[src/rtl/memory_dumper.sv]
// memory_dumper: walks a range of ternary data memory, converts each 9-trit
// balanced-ternary word to signed binary and streams it out over valid/ready.
`ifndef TRIT_NEG
`define TRIT_NEG 2'b10
`endif
`ifndef TRIT_ZERO
`define TRIT_ZERO 2'b00
`endif
`ifndef TRIT_POS
`define TRIT_POS 2'b01
`endif

module memory_dumper #(
    parameter int TRITS        = 9,
    parameter int VALUE_W      = 15,
    parameter int CNT_W        = 10,
    parameter int READ_LATENCY = 1
) (
    input  logic                      clock,
    input  logic                      reset,
    input  logic                      start,
    input  logic [2*TRITS-1:0]        start_addr,
    input  logic [CNT_W-1:0]          word_count,
    output logic                      busy,
    output logic                      done,
    output logic                      mem_read,
    output logic [2*TRITS-1:0]        mem_addr,
    input  logic [2*TRITS-1:0]        mem_read_data,
    output logic                      dump_valid,
    input  logic                      dump_ready,
    output logic [2*TRITS-1:0]        dump_addr,
    output logic [2*TRITS-1:0]        dump_raw,
    output logic signed [VALUE_W-1:0] dump_value,
    output logic                      dump_invalid
);
    localparam int AW = 2 * TRITS;
    localparam logic [CNT_W-1:0] CNT_ONE = {{(CNT_W-1){1'b0}}, 1'b1};

    typedef enum logic [2:0] {
        S_IDLE, S_READ, S_WAIT, S_CONVERT, S_OUTPUT, S_DONE
    } state_t;

    // Balanced-ternary +1; an illegal code is treated as TRIT_ZERO.
    function automatic logic [AW-1:0] bt_inc(input logic [AW-1:0] a);
        logic [AW-1:0] r;
        logic          carry;
        r     = a;
        carry = 1'b1;
        for (int k = 0; k < TRITS; k++) begin
            if (carry) begin
                case (a[2*k +: 2])
                    `TRIT_NEG: begin r[2*k +: 2] = `TRIT_ZERO; carry = 1'b0; end
                    `TRIT_POS: begin r[2*k +: 2] = `TRIT_NEG;  carry = 1'b1; end
                    default:   begin r[2*k +: 2] = `TRIT_POS;  carry = 1'b0; end
                endcase
            end else begin
                r[2*k +: 2] = a[2*k +: 2];
            end
        end
        return r;
    endfunction

    function automatic logic signed [VALUE_W-1:0] trit_val(input logic [1:0] t);
        case (t)
            `TRIT_NEG: return {VALUE_W{1'b1}};
            `TRIT_POS: return {{(VALUE_W-1){1'b0}}, 1'b1};
            default:   return {VALUE_W{1'b0}};
        endcase
    endfunction

    function automatic logic word_invalid(input logic [AW-1:0] w);
        logic bad;
        bad = 1'b0;
        for (int k = 0; k < TRITS; k++) begin
            case (w[2*k +: 2])
                `TRIT_NEG, `TRIT_ZERO, `TRIT_POS: bad = bad;
                default:                          bad = 1'b1;
            endcase
        end
        return bad;
    endfunction

    state_t                      state_q, state_d;
    logic [AW-1:0]               addr_q, addr_d;
    logic [CNT_W-1:0]            cnt_q, cnt_d;
    logic [AW-1:0]               raw_q, raw_d;
    logic signed [VALUE_W-1:0]   acc_q, acc_d;
    logic                        inv_q, inv_d;
    logic [2:0]                  wcnt_q, wcnt_d;
    logic [3:0]                  tcnt_q, tcnt_d;
    logic                        busy_q, busy_d;
    logic                        done_q, done_d;
    logic                        mem_read_q, mem_read_d;
    logic                        valid_q, valid_d;
    logic [3:0]                  tidx_s;
    logic [1:0]                  cur_trit_s;

    assign tidx_s     = 4'(TRITS - 1) - tcnt_q;
    assign cur_trit_s = raw_q[{tidx_s, 1'b0} +: 2];

    // State and datapath registers.
    always_ff @(posedge clock or negedge reset) begin
        if (!reset) begin
            state_q    <= S_IDLE;
            addr_q     <= '0;
            cnt_q      <= '0;
            raw_q      <= '0;
            acc_q      <= '0;
            inv_q      <= 1'b0;
            wcnt_q     <= 3'd0;
            tcnt_q     <= 4'd0;
            busy_q     <= 1'b0;
            done_q     <= 1'b0;
            mem_read_q <= 1'b0;
            valid_q    <= 1'b0;
        end else begin
            state_q    <= state_d;
            addr_q     <= addr_d;
            cnt_q      <= cnt_d;
            raw_q      <= raw_d;
            acc_q      <= acc_d;
            inv_q      <= inv_d;
            wcnt_q     <= wcnt_d;
            tcnt_q     <= tcnt_d;
            busy_q     <= busy_d;
            done_q     <= done_d;
            mem_read_q <= mem_read_d;
            valid_q    <= valid_d;
        end
    end

    // Next-state and datapath update.
    always_comb begin
        state_d = state_q;
        addr_d  = addr_q;
        cnt_d   = cnt_q;
        raw_d   = raw_q;
        acc_d   = acc_q;
        inv_d   = inv_q;
        wcnt_d  = wcnt_q;
        tcnt_d  = tcnt_q;
        case (state_q)
            S_IDLE: begin
                if (start && (word_count != '0)) begin
                    state_d = S_READ;
                    addr_d  = start_addr;
                    cnt_d   = word_count;
                end else if (start) begin
                    state_d = S_DONE;
                end else begin
                    state_d = S_IDLE;
                end
            end
            S_READ: begin
                wcnt_d  = 3'd0;
                state_d = S_WAIT;
            end
            S_WAIT: begin
                if (wcnt_q == 3'(READ_LATENCY - 1)) begin
                    raw_d   = mem_read_data;
                    inv_d   = word_invalid(mem_read_data);
                    acc_d   = '0;
                    tcnt_d  = 4'd0;
                    state_d = S_CONVERT;
                end else begin
                    wcnt_d = wcnt_q + 3'd1;
                end
            end
            S_CONVERT: begin
                // Horner step, most significant trit first.
                acc_d = acc_q + acc_q + acc_q + trit_val(cur_trit_s);
                if (tcnt_q == 4'(TRITS - 1)) begin
                    state_d = S_OUTPUT;
                end else begin
                    tcnt_d = tcnt_q + 4'd1;
                end
            end
            S_OUTPUT: begin
                if (dump_ready) begin
                    cnt_d   = cnt_q - CNT_ONE;
                    addr_d  = bt_inc(addr_q);
                    state_d = (cnt_q == CNT_ONE) ? S_DONE : S_READ;
                end else begin
                    state_d = S_OUTPUT;
                end
            end
            S_DONE:  state_d = S_IDLE;
            default: state_d = S_IDLE;
        endcase
    end

    // Output decode from the next state so the strobes are registered.
    always_comb begin
        busy_d     = (state_d == S_READ) || (state_d == S_WAIT) ||
                     (state_d == S_CONVERT) || (state_d == S_OUTPUT);
        done_d     = (state_d == S_DONE);
        mem_read_d = (state_d == S_READ);
        valid_d    = (state_d == S_OUTPUT);
    end

    assign busy         = busy_q;
    assign done         = done_q;
    assign mem_read     = mem_read_q;
    assign mem_addr     = addr_q;
    assign dump_valid   = valid_q;
    assign dump_addr    = addr_q;
    assign dump_raw     = raw_q;
    assign dump_value   = acc_q;
    assign dump_invalid = inv_q;

endmodule

[config.mk]
export PLATFORM = sky130hd
export DESIGN_NAME = memory_dumper
export DESIGN_NICKNAME = d
export VERILOG_FILES = /design/src/rtl/memory_dumper.sv
export SDC_FILE = /design/constraint.sdc
export NUM_CORES = 1
export LEC_CHECK = 0
export CORE_MARGIN = 3
export CORE_UTILIZATION = 50
export DETAILED_ROUTE_END_ITERATION = 7
export GPL_ROUTABILITY_DRIVEN = 0
export PLACE_DENSITY = 0.86
export SYNTH_ARGS = -nofsm -noshare
export SYNTH_HDL_FRONTEND = slang
export SYNTH_SLANG_ARGS = --single-unit
[constraint.sdc]
create_clock -name clock -period 5.5 [get_ports clock]
set_input_delay 0.55 -clock clock [delete_from_list [all_inputs] [get_ports clock]]
set_output_delay 0.55 -clock clock [all_outputs]
set_load 0.03 [all_outputs]
* Word-level counts from Yosys, hierarchy flattened *
Cells that the tools add are included.

word-level totals
  bits in writable memories = 0
  ROM bits = 0
  word-level logic and storage cells = 210
  latch bits = 0
  memories kept = 0
  bits of input ports = 50
  output and inout port bits = 74
  register bits = 76

cells by class
  reduce and logical (&&, ||, !) cells = 41
  bitwise operators = 0
  $add $sub $neg = 7
  shifts and indexed selects = 1
  divide/modulo/power cells = 0
  order comparisons = 0
  equal/unequal tests = 62
  multipliers = 0
  multiplexer cells = 79

operators with widths
  operator               count
  $pmux 15 s2            2
  $add 15x15->15         3
  $mux 1                 40
  $eq 2x1->1 const B     19
  $eq 2x2->1 const B     19
  $mux 18                2
  $pmux 18 s2            1
  $pmux 2 s2             9
  $reduce_and 4->1       8
  $mux 15                2
  $reduce_or 3->1        9
  $ne 2x2->1 const B     13
  $mux 3                 7
  $mux 10                2
  $pmux 10 s2            1
  $logic_not 2->1        9
  $shiftx 18x6->2        1
  $mux 2                 8
  $pmux 3 s5             1
  $eq 3x2->1 const B     4
  $eq 10x1->1 const B    1
  $reduce_bool 10->1     1
  $sub 10x1->10 const B  1
  $eq 3x3->1 const B     3
  other kinds (14)       24

* Longest topological paths before layout *
Gate-level depths: netlist of run 1.

  word-level depth = 28
  depth in mapped cells = 18

* Worst setup path after synthesis of run 1 *
Ideal clock, no wire load.

  path type = flip-flop to flip-flop
  start point = register tcnt_q[0]
  end point = register acc_q[14], in the netlist dump_value[14]
  stages on the path, launching flop included = 15
  slack = 1.085 ns
  setup time = 0.071 ns
  buffers on the path = 1
  clock period less this slack = 4.415 ns
  arrival time = 4.344 ns
  cells stage by stage = dfrtp_1 -> clkbuf_1 -> inv_1 -> ha_1 -> mux4_2 -> mux2_2 -> a22oi_1 -> ha_1 -> fa_1 -> ha_1 -> nand3_1 -> o21ai_1 -> a21oi_1 -> or4_1 -> nand3_1

on the way
  cells in the longest elaborated chain, start to end = 7
  elaborated cells on any way between the ends = 8

RTL lines
  element                                   RTL line  source
  start: declaration                        90        logic [3:0] tcnt_q, tcnt_d;
  start signal: assignment                  124       tcnt_q <= tcnt_d;
  $sub 4x4->4 (*)                           98        assign tidx_s = 4'(TRITS - 1) - tcnt_q;
  $shiftx 18x6->2 (*)                       99        assign cur_trit_s = raw_q[{tidx_s, 1'b0} +: 2];
  $eq 2x1->1 or $eq 2x2->1 (tied branches)  64        case (t)
  $pmux 15 s2 (*)                           64
  $mux 15 (*)                               142       case (state_q)
  $add 15x15->15 (*)                        171       acc_d = acc_q + acc_q + acc_q + trit_val(cur_trit_s);
  $pmux 15 s2 (*)                           142
  end signal: assignment                    108       acc_q <= '0;
  end signal: assignment                    121       acc_q <= acc_d;
  end: declaration                          87        logic signed [VALUE_W-1:0] acc_q, acc_d;

Every way passes the cells marked *; elsewhere a longest branch is shown, timed or not. The select of a mux whose other input is x is not followed.
A chain may end at the register's enable or synchronous reset.

* Worst setup path after layout of run 1 *
Ends and elaborated chain as after synthesis.

==> metrics.cfg, run 1 <==
[global_routing]
grt_usage_pct=22.6
grt_pass1_wl_um=20800
overflow=0
grt_max_degree=77
grt_pass1_vias=4391
antenna_found_initial=0

[layout]
antenna_cells=0
areaGrowthSynthToFinish_pct=27.5
final_cell_mix=clkdlybuf4s50_1, dfrtp_1, nand2_1
drive_above_1_share_pct=8.84
final_common_cell=clkdlybuf4s50_1
fillers=741
final_net_count=717
post-route-cell-area_mm2=0.00637

[routing]
wl_per_cell_um=16.1
avgViaCountPerCell=5.55
wl_um=12100
vias=4166
drtAntennaViolNets=0
post-route-drc-count=0
firstDrtPassIters=4
drtIter0Drc=172

[timing]
rsz0062_at_grt=no
clock_skew_ns=0.0192
slew_headroom_pct=24.7
setup_tns_ns=0
fmax_mhz=205
worstMarginPinSlew_ns=1.13
min_period_ns=4.87
final-max-slew-violation-count=0
post-route-period-util_pct=88.6
setup_violations=0
hold_viol=0

[clock_network]
clock-sinks=76
cts_buffers=9
htree_levels=3
root_buffer=clkbuf_8
hold_buffers=0
post-cts-setup-buffer-count=0
clk_latency_ns=0.36
cts.path.max_buffers=2
cts.reportedPaths.clkPinSlew_ns=0.09
cts_tree=built
cts_resized=0

[worst_setup_path]
slowest_stage=ha_1
critPathCaptureType=flop
startpoint_type=flop
r2r-start=tcnt_q[0]
critPathBufInv=1
required_ns=5.78
cp.arrival_ns=5.16
r2r_end=dump_value[14]
r2r_setup_slack_ns=0.63
crit_type=reg2reg
slowest_delay_ns=0.74
critical-path-top-delay-family=adder cells
worst_path_most_repeated_cell=ha_1
reg2reg_depth=14
worstPathMaxFanout=14
crit_chain=inv_1 -> ha_1 -> mux4_2 -> mux2_2 -> a22oi_1 -> ha_1 -> fa_1 -> ha_1 -> a21o_1 -> a21oi_1 -> o21ai_1 -> a21oi_1 -> or4_1 -> nand3_1

[synth]
synth_seq_cells=76
ys.flop_type=dfrtp_1
avgSynthCellArea_um2=9.69
synth_edf_count=0
synth-seq-area-share_pct=38.0
async_flop_share_pct=100
synth_top_area_cell=dfrtp_1
synthTopCellsByArea=dfrtp_1, ha_1, nand2_1, fa_1, mux2_2
netlist_instances=516
ys_types=53
synth_area_mm2=0.00500
ys_warn_count=0
syn_nets=616
synth_top_area_share_pct=38.0

[placement]
place_area_mm2=0.00618
io_buffers=123
dp_hpwl_um=9090

[floorplan]
die_x_um=106
start_util_pct=52.8
core_mm2=0.00946
die_area_mm2=0.0112
row_count=35
fp.dieH_um=106
io_pins=124

[run]
drv_cap=0

[min_path]
hold_class=in2async

[run_status]
status=finished, final reports clean

[per-layer routing]
| layer | vias to the layer above | GRT usage [%] | routed length (um) |
|---|---|---|---|
| li1 | 2004 | - | - |
| met1 | 2041 | 28.7 | 5110 |
| met2 | 104 | 39.9 | 6290 |
| met3 | 17 | 3.10 | 500 |
| met4 | 0 | 7.12 | 194 |
| met5 | - | 0 | 0 |
[logic make-up after synthesis]
group | synth area share (%)
AOI/OAI and AO/OA | 15.4
muxes | 7.76
xor gates and xnor gates | 3.15
and+or+nand+nor | 14.2
DFF | 38.0
buffers and inverters | 6.81
adders and majority gates | 14.6
[worst reg2reg max path, delay by kind of cell (launching register included)]
family | cells | cell delay, ns
compound gates | 5 | 0.75
fa+ha+maj | 4 | 2.10
buf+inv | 1 | 0.09
flops | 1 | 0.60
mux | 2 | 0.64
simple gates | 2 | 0.62
[cell type report]
type	instances	area, um^2	area share, %
flip-flops and latches	76	1900	29.8
clock inverters	7	72.6	1.14
repair buffers	125	1240	19.5
well taps	129	161	2.53
inverters	29	109	1.71
clock buffers	9	124	1.94
multi-input cells	376	2760	43.3
[flip-flops by register name, summed over array words and instances (netlist names)]
signal / cells
tcnt_q: 4
cnt_q: 10
dump_raw: 18
busy: 1
state_q: 3
wcnt_q: 3
dump_value: 15
dump_invalid: 1
dump_valid: 1
done: 1
mem_read: 1
dump_addr: 18
[metrics by stage]
| step | setup slack, ns | hold slack [ns] | util [%] | std cells |
|---|---|---|---|---|
| after floorplan | 1.09 | 0.254 | - | 516 |
| after global placement | 0.901 | 0.497 | 65.3 | 735 |
| after detailed placement | 0.608 | 0.505 | 65.3 | 735 |
| after CTS | 0.580 | 0.374 | 67.4 | 751 |
| after global routing | 0.154 | 0.406 | 67.4 | 751 |
| final | 0.625 | 0.292 | 67.4 | 751 |
[synth_stat cells (all sizes together), types with 4 or more instances]
| cell | count |
|---|---|
| a21o | 6 |
| nor4 | 4 |
| o21ai | 32 |
| a31oi | 13 |
| nor3 | 10 |
| mux4 | 4 |
| ha | 36 |
| nor2 | 36 |
| nand4 | 4 |
| dfrtp | 76 |
| inv | 29 |
| mux2 | 22 |
| and3 | 4 |
| fa | 14 |
| nand3 | 10 |
| mux2i | 5 |
| clkbuf | 8 |
| nand2b | 4 |
| xnor2 | 8 |
| o22ai | 12 |
| a21oi | 31 |
| nand2 | 75 |
| xor2 | 10 |
| buf | 27 |
| a22oi | 4 |
| o21a | 4 |
[how the worst max path moves through the flow]
stage,from,end,slack (ns),cells past startpoint
6_report,tcnt_q[0],dump_value[14],0.63,14
5_1_grt,tcnt_q[0],dump_value[13],0.15,16
4_1_cts,tcnt_q[0],dump_value[13],0.58,16
3_5_place_dp,tcnt_q[0],dump_value[13],0.61,16
3_3_place_gp,tcnt_q[0],dump_value[13],0.90,16
2_1_floorplan,tcnt_q[0],dump_value[14],1.09,14
Power of run 1 is not shown: default switching activity piles up to over one toggle a cycle in this logic, so the estimate is an artifact.
==> run 2, diff against run 1 <==
Settings changed: GPL_ROUTABILITY_DRIVEN 0 to unset.
==> metrics.cfg, run 2 (synthesized netlist as in run 1, its figures left out) <==
[routing]
firstDrtPassIters=4  ; unchanged
wl_per_cell_um=16.1  ; about the same
wl_um=12100  ; about the same
drtIter0Drc=207  ; +20%
avgViaCountPerCell=5.59  ; +0.82%
vias=4200  ; +0.82%
post-route-drc-count=0  ; unchanged
drtAntennaViolNets=0  ; unchanged

[clock_network]
cts.reportedPaths.clkPinSlew_ns=0.09  ; about the same
clock-sinks=76  ; unchanged
root_buffer=clkbuf_8
cts_resized=0  ; unchanged
htree_levels=3  ; unchanged
cts.path.max_buffers=2  ; unchanged
cts_tree=built
hold_buffers=0  ; unchanged
clk_latency_ns=0.36  ; about the same
post-cts-setup-buffer-count=0  ; unchanged
cts_buffers=9  ; unchanged

[global_routing]
grt_pass1_vias=4199  ; -4.4%
grt_max_degree=77  ; unchanged
gr-usage-met3_pct=4.49  ; +1.4 points
grt_usage_pct=22.0  ; -0.61 points
grt_pass1_wl_um=20200  ; -2.9%
overflow=0  ; unchanged
antenna_found_initial=0  ; unchanged
use_met1_pct=28.2  ; -0.53 points
gr-usage-met2_pct=37.9  ; -2.0 points
busiest_layer=met2

[worst_setup_path]
startpoint_type=flop
cp.arrival_ns=5.18  ; +0.02 ns
slowest_delay_ns=0.73  ; about the same
critPathCaptureType=flop
worst_path_most_repeated_cell=ha_1
slowest_stage=ha_1
required_ns=5.80  ; +0.02 ns
worstPathMaxFanout=14  ; unchanged
crit_type=reg2reg
crit_chain=inv_1 -> ha_1 -> mux4_2 -> mux2_2 -> a22oi_1 -> ha_1 -> fa_1 -> ha_1 -> nand3_1 -> o21ai_1 -> a21oi_1 -> or4_1 -> nand3_1

[layout]
drive_above_1_share_pct=8.84  ; unchanged
final_net_count=717  ; unchanged
antenna_cells=0  ; unchanged
final_cell_mix=clkdlybuf4s50_1, dfrtp_1, nand2_1
stdcell_count=751  ; unchanged
multi_input_area_mm2=0.00276  ; unchanged
seq_area_mm2=0.00190  ; unchanged
areaGrowthSynthToFinish_pct=29.0
final_common_cell=clkdlybuf4s50_1
fillers=750  ; +1.2%

[timing]
worstMarginPinSlew_ns=1.17  ; +0.0400 ns
slew_headroom_pct=22.0  ; -2.7 points
final-max-slew-violation-count=0  ; unchanged
rsz0062_at_grt=no
clock_skew_ns=0.0149  ; -0.00434 ns
post-route-period-util_pct=88.7  ; +0.098 points
setup_violations=0  ; unchanged
hold_viol=0  ; unchanged
setup_tns_ns=0  ; unchanged
min_period_ns=4.88  ; +0.00538 ns
fmax_mhz=205  ; -0.11%

[placement]
io_buffers=123  ; unchanged
dp_hpwl_um=9010  ; -0.89%
gp_congestion=0.831
dpl.cell_count=735  ; unchanged

[floorplan]
core_mm2=0.00946  ; unchanged
io_pins=124  ; unchanged
die_x_um=106  ; unchanged
fp.dieH_um=106  ; unchanged
row_count=35  ; unchanged
die_area_mm2=0.0112  ; unchanged
start_util_pct=52.8  ; unchanged

[min_path]
hold_class=in2async

[run_status]
status=finished, final reports clean

[run]
drv_cap=0  ; unchanged

==> run 2: worst paths after layout <==
| kind | startpoint | slack [ns] | depth (start not counted) | end |
|---|---|---|---|---|
| max | tcnt_q[0] | 0.62 | 13 | dump_value[14] |
| min | reset | 0.33 | 1 | dump_value[7] |
| max reg2reg | tcnt_q[0] | 0.62 | 13 | dump_value[14] |
| min reg2reg | dump_addr[17] | 0.53 | 2 | dump_addr[17] |
| max in group asynchronous | reset | 4.52 | 1 | dump_raw[0] |
| min in group clock | dump_addr[17] | 0.53 | 2 | dump_addr[17] |
==> run 2: worst max-delay path: cells and delay by family (launching register included) <==
| family | cells | cell delay (ns) |
|---|---|---|
| compound gates | 3 | 0.67 |
| mux | 2 | 0.61 |
| flops | 1 | 0.59 |
| fa+ha+maj | 4 | 2.09 |
| buf+inv | 1 | 0.12 |
| simple gates | 3 | 0.74 |
==> run 2: stage by stage <==
stage | setup slack, ns | utilization, % | cell area [um^2] | hold slack [ns]
after floorplan | 1.09 | - | 5000 | 0.254
after global placement | 0.886 | 65.3 | 6180 | 0.499
after detailed placement | 0.674 | 65.3 | 6180 | 0.515
after CTS | 0.604 | 68.2 | 6450 | 0.380
after global routing | 0.320 | 68.2 | 6450 | 0.401
final | 0.620 | 68.2 | 6450 | 0.325
==> run 2: cell type report <==
type | count | area share, %
clock buffer | 9 | 1.92
clock inverter | 7 | 2.27
inverter | 29 | 1.69
multi-input combinational | 376 | 42.8
sequential | 76 | 29.5
tap | 129 | 2.50
timing repair buffer | 125 | 19.3
==> run 2: metal layers <==
| layer | vias up | share of wire [%] |
|---|---|---|
| li1 | 2007 | - |
| met1 | 2048 | 42 |
| met2 | 129 | 51 |
| met3 | 16 | 5.6 |
| met4 | 0 | 1.4 |
| met5 | - | 0 |
Power of run 2 is left out for the same reason.
